==> src/rtl/rca_bist_pkg.sv <==
// Shared constants, state encoding and MISR next-state function for the
// ripple-carry adder BIST output response analyser.
package rca_bist_pkg;

   localparam int N  = 4;
   localparam int CW = 3;
   localparam int SW = N + 1;

   localparam logic [SW-1:0] SEED       = 5'h00;
   localparam logic [SW-1:0] GOLDEN_SIG = 5'h17;
   localparam logic [SW-1:0] MISR_TAPS  = 5'b00101;
   localparam logic [CW-1:0] LAST_COUNT = {CW{1'b1}};

   typedef enum logic [1:0] {
      IDLE = 2'd0,
      RUN  = 2'd1,
      DONE = 2'd2
   } state_t;

   // Shift left one place, feed the MSB back through the tap mask, then fold in
   // the response word.
   function automatic logic [SW-1:0] misr_next(input logic [SW-1:0] s,
                                               input logic [SW-1:0] d);
      return {s[SW-2:0], 1'b0} ^ (s[SW-1] ? MISR_TAPS : '0) ^ d;
   endfunction

endpackage

==> src/rtl/bist_misr.sv <==
// Parallel-input LFSR (MISR) that compacts the CUT responses into a signature.
module bist_misr
   import rca_bist_pkg::*;
(
   input  logic          clk,
   input  logic          init,
   input  logic          load,
   input  logic          en,
   input  logic [SW-1:0] d,
   output logic [SW-1:0] sig
);

   // load seeds and folds the first word in one edge; en folds later words
   always_ff @(posedge clk or posedge init) begin
      if (init) begin
         sig <= SEED;
      end else if (load) begin
         sig <= misr_next(SEED, d);
      end else if (en) begin
         sig <= misr_next(sig, d);
      end
   end

endmodule

==> src/rtl/rca_ora.sv <==
// Output response analyser for the 4-bit ripple-carry adder BIST.
//
//  state | meaning
//  IDLE  | waiting for test=1 with count==0; last results stay visible
//  RUN   | one vector sampled per edge until the last count is taken
//  DONE  | results frozen and valid until test drops
module rca_ora
   import rca_bist_pkg::*;
(
   input  logic          clk,
   input  logic          init,
   input  logic          test,
   input  logic [CW-1:0] count,
   input  logic [N-1:0]  at,
   input  logic [N-1:0]  bt,
   input  logic          cint,
   input  logic [N-1:0]  sum,
   input  logic          cout,
   output logic          busy,
   output logic          done,
   output logic          pass,
   output logic [CW:0]   fail_cnt,
   output logic [CW-1:0] first_fail,
   output logic [SW-1:0] signature
);

   state_t        state, state_nx;
   logic          start, sample, mismatch;
   logic [SW-1:0] resp, golden, sig_nx;
   logic [CW:0]   fail_cnt_nx;

   assign resp     = {cout, sum};
   assign golden   = {1'b0, at} + {1'b0, bt} + {{N{1'b0}}, cint};
   assign mismatch = (resp != golden);

   // Start folds vector 0 into a fresh count; later samples accumulate.
   assign fail_cnt_nx = (start ? '0 : fail_cnt) + {{CW{1'b0}}, mismatch};
   assign sig_nx      = misr_next(start ? SEED : signature, resp);

   // state register
   always_ff @(posedge clk or posedge init) begin
      if (init) state <= IDLE;
      else      state <= state_nx;
   end

   // next-state decode and per-edge sampling strobes
   always_comb begin
      state_nx = state;
      start    = 1'b0;
      sample   = 1'b0;
      case (state)
         IDLE: begin
            if (test && count == '0) begin
               start    = 1'b1;
               state_nx = RUN;
            end
         end
         RUN: begin
            if (!test) begin
               state_nx = IDLE;
            end else begin
               sample = 1'b1;
               if (count == LAST_COUNT) state_nx = DONE;
            end
         end
         DONE: begin
            if (!test) state_nx = IDLE;
         end
         default: state_nx = IDLE;
      endcase
   end

   // status flags, failure counter and first-failure index
   always_ff @(posedge clk or posedge init) begin
      if (init) begin
         busy       <= 1'b0;
         done       <= 1'b0;
         pass       <= 1'b0;
         fail_cnt   <= '0;
         first_fail <= '0;
      end else begin
         busy <= (state_nx == RUN);
         done <= (state_nx == DONE);
         if (state == RUN && state_nx == DONE) begin
            pass <= (fail_cnt_nx == '0) && (sig_nx == GOLDEN_SIG);
         end else if (state_nx != DONE) begin
            pass <= 1'b0;
         end
         if (start || sample) begin
            fail_cnt <= fail_cnt_nx;
            if (start) first_fail <= '0;
            if (mismatch && (start || fail_cnt == '0)) first_fail <= count;
         end
      end
   end

   bist_misr u_misr (
      .clk  (clk),
      .init (init),
      .load (start),
      .en   (sample),
      .d    (resp),
      .sig  (signature)
   );

endmodule
==> config.mk <==
export PLATFORM = sky130hd
export DESIGN_NAME = rca_ora
export DESIGN_NICKNAME = d
export VERILOG_FILES = /design/src/rtl/rca_bist_pkg.sv /design/src/rtl/bist_misr.sv /design/src/rtl/rca_ora.sv
export SDC_FILE = /design/constraint.sdc
export NUM_CORES = 1
export LEC_CHECK = 0
export BUFFER_PORTS_ARGS = -buffer_cell sky130_fd_sc_hd__buf_2
export CORE_ASPECT_RATIO = 1.25
export CORE_MARGIN = 2
export CORE_UTILIZATION = 45
export DETAILED_ROUTE_END_ITERATION = 10
export HOLD_SLACK_MARGIN = 0.06
export PLACE_DENSITY_LB_ADDON = 0.08
export SYNTH_ARGS = -nofsm -noshare
export SYNTH_HDL_FRONTEND = slang
export SYNTH_HIERARCHICAL = 1
export SYNTH_SLANG_ARGS = --single-unit
export TNS_END_PERCENT = 30
==> constraint.sdc <==
create_clock -name clk -period 7.55 [get_ports clk]
set_input_delay 2.265 -clock clk [delete_from_list [all_inputs] [get_ports clk]]
set_output_delay 2.265 -clock clk [all_outputs]
set_load 0.05 [all_outputs]
# Yosys cells after proc, flatten, opt, wreduce, memory -nomap -nowiden
# Cells that the tools add are included.
[word_totals] reg_bits=17 in_bits=20 out_inout_bits=15 elab_cells=55
[op_classes] addsub=3 n_eq_ne=8 n_mux=19 bitwise=4 reduce_logical=14
[op_table] cell="$mux W5" n=3
[op_table] cell="$xor A5 B5 Y5" n=3
[op_table] cell="$mux W3" n=4
[op_table] cell="$logic_not A4 Y1" n=2
[op_table] cell="$mux W2" n=4
[op_table] cell="$mux W1" n=6
[op_table] cell="$pmux W2 S3" n=1
[op_table] cell="$reduce_bool A2 Y1" n=3
[op_table] cell="$add A4 B4 Y5" n=1
[op_table] cell="$add A5 B1 Y5" n=1
[op_table] cell="$eq A5 B5 Y1 const B" n=1
[op_table] cell="$ne A5 B5 Y1" n=1
[op_table] cell="$xor A5 B3 Y5" n=1
[op_table] cell="$add A4 B1 Y4" n=1
[op_table] cell="$eq A2 B1 Y1 const B" n=2
[op_table] cell="$eq A2 B2 Y1 const B" n=2
[op_table] cell="$logic_and A1 B1 Y1" n=4
[op_table] cell="$mux W4" n=1
[op_table] cell="$eq A3 B3 Y1 const B" n=1
[op_table] cell="$logic_not A3 Y1" n=1
[op_table] cell="$logic_not A2 Y1" n=1
[op_table] cell="$logic_or A1 B1 Y1" n=2
[op_table] cell="$ne A2 B2 Y1 const B" n=1
[op_table] cell="$reduce_and A2 Y1" n=1

# Logic depth before layout (Yosys ltp)
[depth] depth_word=11 depth_mapped=12 mapped_depth_nobuf=12

# Cells and area by module
# Netlist, hierarchy kept.
[modules_own_cells] module="rca_ora" n_inst=1 cells_per_inst=93 area_each_um2=928.4 seq_area_each_um2=300.3
[modules_own_cells] module="bist_misr" n_inst=1 cells_per_inst=34 area_each_um2=296.5 seq_area_each_um2=125.1

# Least setup slack after synthesis
# No wires, ideal clock.
[synth_path] path_kind="input to register" startpoint="in at[0]" endpoint="reg pass" setup_time_ps=76 t_arrival_ps=5495 required_ps=7474 setup_slack_ps=1979 stages=11 path_buffers=0 cell_sequence="fa_1 -> fa_1 -> xor2_1 -> a2111oi_0 -> nand2_1 -> ha_1 -> ha_1 -> or4b_2 -> nor3_1 -> o2111ai_1 -> o21ai_1"
[synth_between] elab_chain_cells=7
[synth_lines] element="start: declaration" line="rca_ora.sv:14" text="input logic [N-1:0] at,"
[synth_lines] element="$add A4 B4 Y5" line="rca_ora.sv:33" text="assign golden = {1'b0, at} + {1'b0, bt} + {{N{1'b0}}, cint};"
[synth_lines] element="$add A5 B1 Y5" line="rca_ora.sv:33"
[synth_lines] element="$ne A5 B5 Y1" line="rca_ora.sv:34" text="assign mismatch = (resp != golden);"
[synth_lines] element="$add A4 B1 Y4" line="rca_ora.sv:37" text="assign fail_cnt_nx = (start ? '0 : fail_cnt) + {{CW{1'b0}}, mismatch};"
[synth_lines] element="via fail_cnt_nx[1]" line="rca_ora.sv:30" text="logic [CW:0] fail_cnt_nx;"
[synth_lines] element="$logic_not A4 Y1" line="rca_ora.sv:85" text="pass <= (fail_cnt_nx == '0) && (sig_nx == GOLDEN_SIG);"
[synth_lines] element="$logic_and A1 B1 Y1" line="rca_ora.sv:85"
[synth_lines] element="$mux W1" line="rca_ora.sv:84" text="if (state == RUN && state_nx == DONE) begin"
[synth_lines] element="end signal: assignment" line="rca_ora.sv:85"
[synth_lines] element="end: declaration" line="rca_ora.sv:21" text="output logic pass,"
# The timed path passes the listed nets, and every way through them passes these cells.
# A chain may end at the register's enable or synchronous reset.

# Worst setup path in the final report
# Same ends and word-level chain as after synthesis.

==> reports/metrics.csv <==
metric,value,unit
crit_required,7.77,ns
fmax,179.0,MHz
cts_tree,built,
synth.avg_cell_area,9.645,µm²
drcViolationCount,0,
row_count,21,
synth_cells,127,
reg2regPathDepth,9,
synthFlopType,dfrtp_1,
cts_buffers,3,
async_flop_share,1.000,
initial_core_util,0.4662,
yosys_warnings,6,
status,"finished, final reports clean",
endpoint_kind,flip-flop,
startpoint_type,primary input,
arrival,5.81,ns
rsz0062_at_grt,no,
antenna_found_initial,0,
layout_setup_ws,1.962,ns
ys_types,49,
fin_skew,0.001928,ns
dieWidth,50.67,µm
htreeDepth,1,
grt_pass1_wl,4540,µm
ys_seq_area_frac,0.3473,
finalSetupViolCount,0,
regArea,425.4,µm²
slew_viol_final,0,
fin_crit_sh,0.7401,
antennaDiodeCount,0,
p_leak,0.7097,nW
synth_area_leaders,"dfrtp_1 (35%), ha_1 (5.1%), a21oi_1 (3.7%)",
worstSkewPairLatency,0.29,ns
placed_cells,191,
syn_to_final_growth,17.57,%
worst-setup-path-type,primary input to flip-flop,
tightest_slew,0.7204,ns
postCtsHoldBufs,0,
cellPowerDensity,288.7,nW/µm²
fill_cells,261,
detail-route-antenna-nets,0,
synthesis.area,1225,µm²
place_ws,1.631,ns
ys_seq_elements,17,
grt_pass1_vias,1051,
synthDominantCellAreaShare,0.3473,
drive_gt1_frac,0.3043,
cts_root_buf,clkbuf_4,
core_area,2628,µm²
wire_per_inst,13.73,µm
setup_tns,0,ns
dr.pass1.iters,4,
place_hpwl,2116,µm
synth-edff-count,0,
clk_path_buf_depth,2,
clock-sinks,17,
grt_usage,0.1829,
yosys.area.top_type,dfrtp_1,
nets,189,
max_cap_violations,0,
portBuffers,34,
grt_max_degree,22,
max-slew-margin-rel,0.5198,
irDropWorstVdd,158.1,µV
period_minus_slack,5.588,ns
min_path_type,flip-flop to flip-flop,
clkTransAtPathRegs,0.10,ns
via_per_inst,5.600,
cp_max_fo,4,
grt_overflow,0,
die_h,62.33,µm
stdcell_count,195,
postCtsSetupBuffers,0,
synth_nets,154,
cts_resized,0,
die_area,3158,µm²
drt_iter0_drc,32,
totalWireLength,2677,µm
dr_total_vias,1092,
ioPinCount,35,
place.gp.congestion,0.8055,
hold_viol,0,
worstHoldPathCells,2,
multi_input_area,713.2,µm²
==> Yosys cell counts, types with 2 or more instances <==
| cell | instances |
|---|---|
| a21o_1 | 2 |
| a21oi_1 | 9 |
| a22o_1 | 2 |
| a31oi_1 | 4 |
| and2_2 | 2 |
| buf_2 | 2 |
| dfrtp_1 | 17 |
| fa_1 | 2 |
| ha_1 | 5 |
| inv_1 | 12 |
| mux2_2 | 2 |
| mux2i_1 | 4 |
| nand2_1 | 6 |
| nand2b_1 | 2 |
| nand3_1 | 4 |
| nor2_1 | 6 |
| nor2b_1 | 2 |
| nor3_1 | 2 |
| nor4_1 | 2 |
| o22a_1 | 4 |
| o22ai_1 | 2 |
| xnor2_1 | 3 |
| xor2_1 | 5 |
==> routing by layer <==
metal | track usage | wire, µm | vias up | part of all wire
met2 | 0.3306 | 1415 | 33 | 0.53
met5 | 0 | 0 | - | 0
met4 | 0.06419 | 31 | 0 | 0.012
met1 | 0.2158 | 1107 | 520 | 0.41
li1 | - | - | 535 | -
met3 | 0.02404 | 123 | 4 | 0.046
==> power breakdown <==
group           total, W  switching, W  internal, W
combinational   0.000221      0.000143    0.0000779
clock          0.0000479     0.0000282    0.0000197
sequential      0.000147     0.0000327     0.000114
==> logic make-up after synthesis <==
kind of cell	Yosys count	synth area share
xor gates and xnor gates	8	0.05720
and+or+nand+nor	38	0.1818
AOI/OAI and AO/OA	33	0.1961
adders and majority gates	7	0.08376
buffers and inverters	17	0.07048
muxes	7	0.06333
DFF	17	0.3473
==> layout make-up <==
class	instances	share of cell area
inverter	13	0.04257
timing repair buffer	34	0.1182
multi-input combinational	93	0.4952
clock inverter	1	0.003475
clock buffer	3	0.01564
sequential	17	0.2954
tap	34	0.02954
==> flip-flops by register name, summed over array words and instances, names as in the netlist <==
register / cells
pass: 1
state: 2
busy: 1
fail_cnt: 4
first_fail: 3
done: 1
u_misr/sig: 5
==> final timing paths <==
check / from / end / slack [ns]
min in group asynchronous: init / u_misr/sig[1] / 1.87
max in group asynchronous: init / pass / 5.25
worst max register to register: state[0] / pass / 4.22
worst min-delay path: first_fail[0] / first_fail[0] / 0.54
worst min register to register: first_fail[0] / first_fail[0] / 0.54
worst max-delay path: at[0] / pass / 1.96
==> metrics by stage <==
step	total power [W]	hold WS, ns	instance area [µm²]	utilization
after floorplan	0.0003169	0.5605	1225	-
after global placement	0.0003649	0.5092	1413	0.5376
after detailed placement	0.0003711	0.5237	1413	0.5376
after CTS	0.0004204	0.5377	1440	0.5481
after global routing	0.0004459	0.5739	1440	0.5481
final	0.0004158	0.5350	1440	0.5481
==> critical path, cell delays in order <==
cell	delay, ns
buf_2	0.11
fa_1	0.46
fa_1	0.42
xnor2_1	0.21
xnor2_1	0.08
a2111oi_0	0.53
nand2_1	0.14
ha_1	0.26
ha_1	0.29
or4b_2	0.64
nor3_1	0.16
o2111ai_1	0.13
o21ai_1	0.12
==> layout by cell type (no fill, tap or decap), types with 2 or more instances in the layout <==
master,netlist,routed
buf_2,2,34
dfrtp_1,17,17
inv_1,12,12
a21oi_1,9,9
nor2_1,6,6
nand2_1,6,6
xor2_1,5,5
ha_1,5,5
nand3_1,4,4
mux2i_1,4,4
a31oi_1,4,4
o22a_1,4,4
xnor2_1,3,3
clkbuf_4,0,3
nor2b_1,2,2
a21o_1,2,2
nor4_1,2,2
nand2b_1,2,2
and2_2,2,2
a22o_1,2,2
o22ai_1,2,2
nor3_1,2,2
mux2_2,2,2
fa_1,2,2
Note: power is estimated with default switching activity, not from simulation.
